`src/rtl/usr_controller.sv`:
```
// usr_controller: command sequencer for an 8-bit universal shift register.
// Accepts LOAD/SHR/SHL/ROR/ROL over valid/ready and drives the register's
// mode, parallel and serial inputs for exactly the commanded number of steps.
// Between commands the register reloads its own output, so its contents hold.
module usr_controller #(
  parameter int WIDTH = 8,
  parameter int CW    = $clog2(WIDTH)
) (
  input  logic             clk,
  input  logic             rst,
  input  logic             cmd_valid,
  output logic             cmd_ready,
  input  logic [2:0]       cmd_op,
  input  logic [CW-1:0]    cmd_count,
  input  logic [WIDTH-1:0] cmd_data,
  input  logic             abort,
  output logic             busy,
  output logic             done,
  output logic             err,
  input  logic [WIDTH-1:0] usr_q,
  output logic [2:0]       usr_mode,
  output logic [WIDTH-1:0] usr_parallel_in,
  output logic             usr_serial_in
);

  // The step counter must be able to hold WIDTH itself (count 0 means WIDTH).
  localparam int LW = CW + 1;

  localparam logic [2:0] OP_LOAD = 3'd0;
  localparam logic [2:0] OP_SHR  = 3'd1;
  localparam logic [2:0] OP_SHL  = 3'd2;
  localparam logic [2:0] OP_ROR  = 3'd3;
  localparam logic [2:0] OP_ROL  = 3'd4;

  localparam logic [2:0] MODE_LOAD = 3'b001;
  localparam logic [2:0] MODE_SR   = 3'b100;
  localparam logic [2:0] MODE_SL   = 3'b101;
  localparam logic [2:0] MODE_ROR  = 3'b110;
  localparam logic [2:0] MODE_ROL  = 3'b111;

  typedef enum logic [1:0] {
    IDLE = 2'd0,
    RUN  = 2'd1,
    DONE = 2'd2
  } state_t;

  state_t           state_reg;
  logic [2:0]       op_reg;
  logic [WIDTH-1:0] sbuf_reg;
  logic [LW-1:0]    left_reg;
  logic             done_reg;
  logic             err_reg;

  logic             op_legal;
  logic [LW-1:0]    steps_next;
  logic [2:0]       run_mode;

  assign op_legal = (cmd_op <= OP_ROL);

  // Step count for a newly accepted command: LOAD is one step, 0 means WIDTH.
  always_comb begin
    steps_next = {1'b0, cmd_count};
    if (cmd_op == OP_LOAD) begin
      steps_next = LW'(1);
    end else if (cmd_count == '0) begin
      steps_next = LW'(WIDTH);
    end
  end

  // Sequencer state, latched command and registered done/err pulses.
  always_ff @(posedge clk) begin
    if (rst) begin
      state_reg <= IDLE;
      op_reg    <= OP_LOAD;
      sbuf_reg  <= '0;
      left_reg  <= '0;
      done_reg  <= 1'b0;
      err_reg   <= 1'b0;
    end else begin
      done_reg <= 1'b0;
      err_reg  <= 1'b0;
      case (state_reg)
        IDLE: begin
          if (cmd_valid) begin
            op_reg   <= cmd_op;
            sbuf_reg <= cmd_data;
            left_reg <= steps_next;
            if (op_legal) begin
              state_reg <= RUN;
            end else begin
              // Illegal ops are consumed with an err pulse; ready stays high.
              err_reg <= 1'b1;
            end
          end
        end
        RUN: begin
          // The step driven this cycle always executes, even when aborted.
          sbuf_reg <= sbuf_reg >> 1;
          left_reg <= left_reg - LW'(1);
          if (abort) begin
            state_reg <= IDLE;
          end else if (left_reg == LW'(1)) begin
            state_reg <= DONE;
            done_reg  <= 1'b1;
          end
        end
        DONE: begin
          state_reg <= IDLE;
        end
        default: begin
          state_reg <= IDLE;
        end
      endcase
    end
  end

  // Register mode for the latched op while running.
  always_comb begin
    case (op_reg)
      OP_SHR:  run_mode = MODE_SR;
      OP_SHL:  run_mode = MODE_SL;
      OP_ROR:  run_mode = MODE_ROR;
      OP_ROL:  run_mode = MODE_ROL;
      default: run_mode = MODE_LOAD;
    endcase
  end

  // Register drive: the op's step while running, a self-reload otherwise.
  always_comb begin
    usr_mode        = MODE_LOAD;
    usr_parallel_in = usr_q;
    usr_serial_in   = 1'b0;
    if (state_reg == RUN) begin
      usr_mode = run_mode;
      if (op_reg == OP_LOAD) begin
        usr_parallel_in = sbuf_reg;
      end
      if ((op_reg == OP_SHR) || (op_reg == OP_SHL)) begin
        usr_serial_in = sbuf_reg[0];
      end
    end
  end

  assign cmd_ready = (state_reg == IDLE);
  assign busy      = (state_reg != IDLE);
  assign done      = done_reg;
  assign err       = err_reg;

endmodule

```
`config.mk`:
```
export PLATFORM = sky130hd
export DESIGN_NAME = usr_controller
export DESIGN_NICKNAME = d
export VERILOG_FILES = /design/src/rtl/usr_controller.sv
export SDC_FILE = /design/constraint.sdc
export NUM_CORES = 1
export LEC_CHECK = 0
export ABC_AREA = 0
export ABC_CLOCK_PERIOD_IN_PS = 1450
export CAP_MARGIN = 25
export CORE_ASPECT_RATIO = 0.9
export CORE_UTILIZATION = 42
export DETAILED_ROUTE_END_ITERATION = 8
export GPL_TIMING_DRIVEN = 0
export HOLD_SLACK_MARGIN = 0.1
export PLACE_DENSITY = 0.85
export SYNTH_ARGS = -nofsm -noshare
export SYNTH_HDL_FRONTEND = slang
export SYNTH_SLANG_ARGS = --single-unit
```
`constraint.sdc`:
```
create_clock -name clk -period 1.45 [get_ports clk]
set_input_delay 0.145 -clock clk [delete_from_list [all_inputs] [get_ports clk]]
set_output_delay 0.145 -clock clk [all_outputs]
set_load 0.05 [all_outputs]
```
==> results by group <==
Run status
  • Status: finished, violations left
  • Violated checks: negative setup slack

Route
  • 1st-pass router iterations: 4
  • DRC viols: 0
  • Initial DRC count: 43
  • WL final: 2.997 mm
  • Antenna-violating nets left: 0
  • Vias per inst: 5.768
  • Routed WL per cell: 15.45 um
  • Vias: 1119

Worst setup path
  • Crit end category: output port
  • CP cell instances: nor3b_4, nand2_4, mux2_4, buf_6
  • Largest stage delay on the critical path: 0.37 ns
  • Required time of the worst setup path: 1.31 ns
  • FF-to-FF setup slack: -0.01 ns
  • CP max-delay cell: dfxtp_4
  • CP startpoint kind: flop
  • Crit path max fanout: 8
  • WS Path Type: reg2out
  • Crit path DAT: 1.57 ns

Final layout
  • # diodes: 0
  • Max reg flops: 8
  • FF+latch area: 394.1 um^2
  • Finished Layout Cells: 194
  • Multi-input logic area: 671.9 um^2
  • Fillcell total: 171
  • Area Growth Syn to Fin: 57.76%
  • Fin nets: 196
  • Share of cells above drive strength 1: 34.73%

Global routing
  • GRT overflow: 0
  • Pin count of the biggest net entering global routing: 11
  • Vias in the first global route: 1002
  • Initial antenna violation count: 0
  • GRT Overall Usage: 22.43%
  • First-pass GRT wire length: 4.402 mm

Logic synthesis
  • Post-Syn Area per Cell: 8.962 um^2
  • Top cells by count, synth: dfxtp_1, nand2_1, a21oi_1, a22oi_1, mux2_4
  • Flops & latches, synth: 19
  • Syn Inst Count: 117
  • Top FF cell, synth: dfxtp_1
  • Area contributors post-synth: dfxtp_1, mux2_4, nand2_1, a21oi_1, a22oi_1
  • Number of synthesized flops with an enable pin: 0
  • Syn nets: 145
  • Synth warnings: 0
  • Asr flop ratio synth: 0%
  • Synth area leader: dfxtp_1
  • Share of the synthesized area in the top cell type: 36.28%
  • Count leader, synth: dfxtp_1
  • Sequential fraction of the synthesis area: 36.28%
  • Mapped cell area: 1049 um^2
  • Yosys cell types: 36

Clocking
  • Post-CTS Hold Buffers: 0
  • Later-pin clock latency in the skew report: 0.30 ns
  • CTS tree: done
  • Num CTS Buffers: 3
  • Clk buf depth: 2
  • Reg clk slew, reported paths: 0.10 ns
  • Root buffer cell: clkbuf_4
  • H-tree levels: 1
  • Clk sinks: 19

Power
  • P_leak: 0.0006783 uW
  • PwrDens: 815.3 nW/um^2
  • Overall Power: 1349 uW
  • VDD IR max: 0.6295 mV

Timing
  • Final Setup Violations: 14
  • Worst-Margin Slew: 0.5107 ns
  • Post-layout worst setup margin: -0.2631 ns
  • Hold Violations, Final: 0
  • RSZ-0062 raised after global routing: true
  • Final period util: 118.1%
  • Hold WS: 0.2739 ns
  • Max Transition Viols Final: 0
  • Peak Freq: 583.7 MHz
  • Max transition margin: 65.96%
  • Clock skew: 0.005504 ns
  • Minimum clock period: 1.713 ns

Placement
  • Placed Cells: 184
  • HPWL Detailed: 2.023 mm
  • # port buffers: 40
  • Final GP Congestion: 0.8726

Floorplan
  • Rows: 16
  • Die ar.: 2700 um^2
  • Width of the die: 54.67 um
  • CORE AREA: 2262 um^2
  • Initial core utilization: 46.35%
  • # IOs: 42
  • Die Y-Extent: 49.40 um

Hold path
  • Tightest Hold Check Type: in2reg

Job
  • Maxcap violations: 0
-- repair_timing --
item / 4_1_cts / 5_1_grt
setup endpoints to repair: 16 / 15
resized for setup: 100 / 25
pin swaps: 2 / 5
gates cloned: 0 / 0
setup buffers: 2 / 4
-- worst max-delay path, delay by kind of cell, from the launching register on --
family                 cells  cell delay (ns)
buffers and inverters      1             0.15
flip-flops                 1             0.37
multiplexers               1             0.33
AND/OR/NAND/NOR            2             0.42
-- final timing paths --
check,from,to,depth (start not counted)
worst min register to register,left_reg[1],left_reg[1],2
worst max-delay path,op_reg[2],usr_parallel_in[7],4
worst min-delay path,rst,op_reg[2],2
worst max register to register,state_reg[1],left_reg[0],6
-- layout by cell type (no fill, tap or decap), types with 2 or more instances in the layout --
cell type	instances
clkdlybuf4s50_1	24
nand2_1	18
buf_6	16
dfxtp_1	14
a21oi_1	9
mux2_4	8
a22oi_1	7
inv_1	6
a21oi_2	4
buf_4	4
buf_2	3
nor2_1	3
nor4_1	3
clkbuf_4	3
dfxtp_4	3
nand3b_1	2
nor3b_4	2
xor2_1	2
or3b_4	2
o21ai_0	2
nor3_1	2
clkbuf_1	2
ha_1	2
dfxtp_2	2
dlygate4sd2_1	2
-- routing by layer --
layer  wire length (um)  GRT usage [%]
met1               1155          25.76
met2               1473          36.55
met3                275          7.165
met4                 93          9.829
met5                  0              0
-- kinds of logic (layout without fill, tap and decap cells) --
family | Yosys count | after routing | share of synthesized area, %
xor+xnor | 2 | 2 | 1.671
fa+ha+maj | 2 | 2 | 2.386
mux | 8 | 8 | 11.46
buf+inv | 12 | 62 | 5.249
simple gates | 41 | 41 | 22.08
compound gates | 33 | 33 | 20.88
flops | 19 | 19 | 36.28
-- where the power goes --
part	leakage, uW	total (uW)	internal [uW]	switching, uW
combinational	0.000504	492	233	259
sequential	0.000159	592	554	38.0
clock	0.0000150	264	107	157
total	0.000678	1350	894	454
-- metrics by stage --
step / utilization, % / area [um^2] / TNS [ns] / setup WS (ns)
floorplan: - / 1052 / 0 / 0.03007
global placement: 65.71 / 1486 / -7.777 / -0.6460
detailed placement: 65.71 / 1486 / -8.408 / -0.6709
CTS: 68.03 / 1539 / -2.289 / -0.2886
global route: 73.12 / 1654 / -3.396 / -0.3095
finish: 73.12 / 1654 / -2.230 / -0.2631
-- layout make-up --
type                    count  area share (%)
inverters                   6           1.362
flip-flops and latches     19           23.83
repair buffers             46           27.76
clock buffers               4           1.588
multi-input cells          86           40.62
well taps                  27           2.042
plain buffers               6           2.799
(Power assumes the default switching activity.)
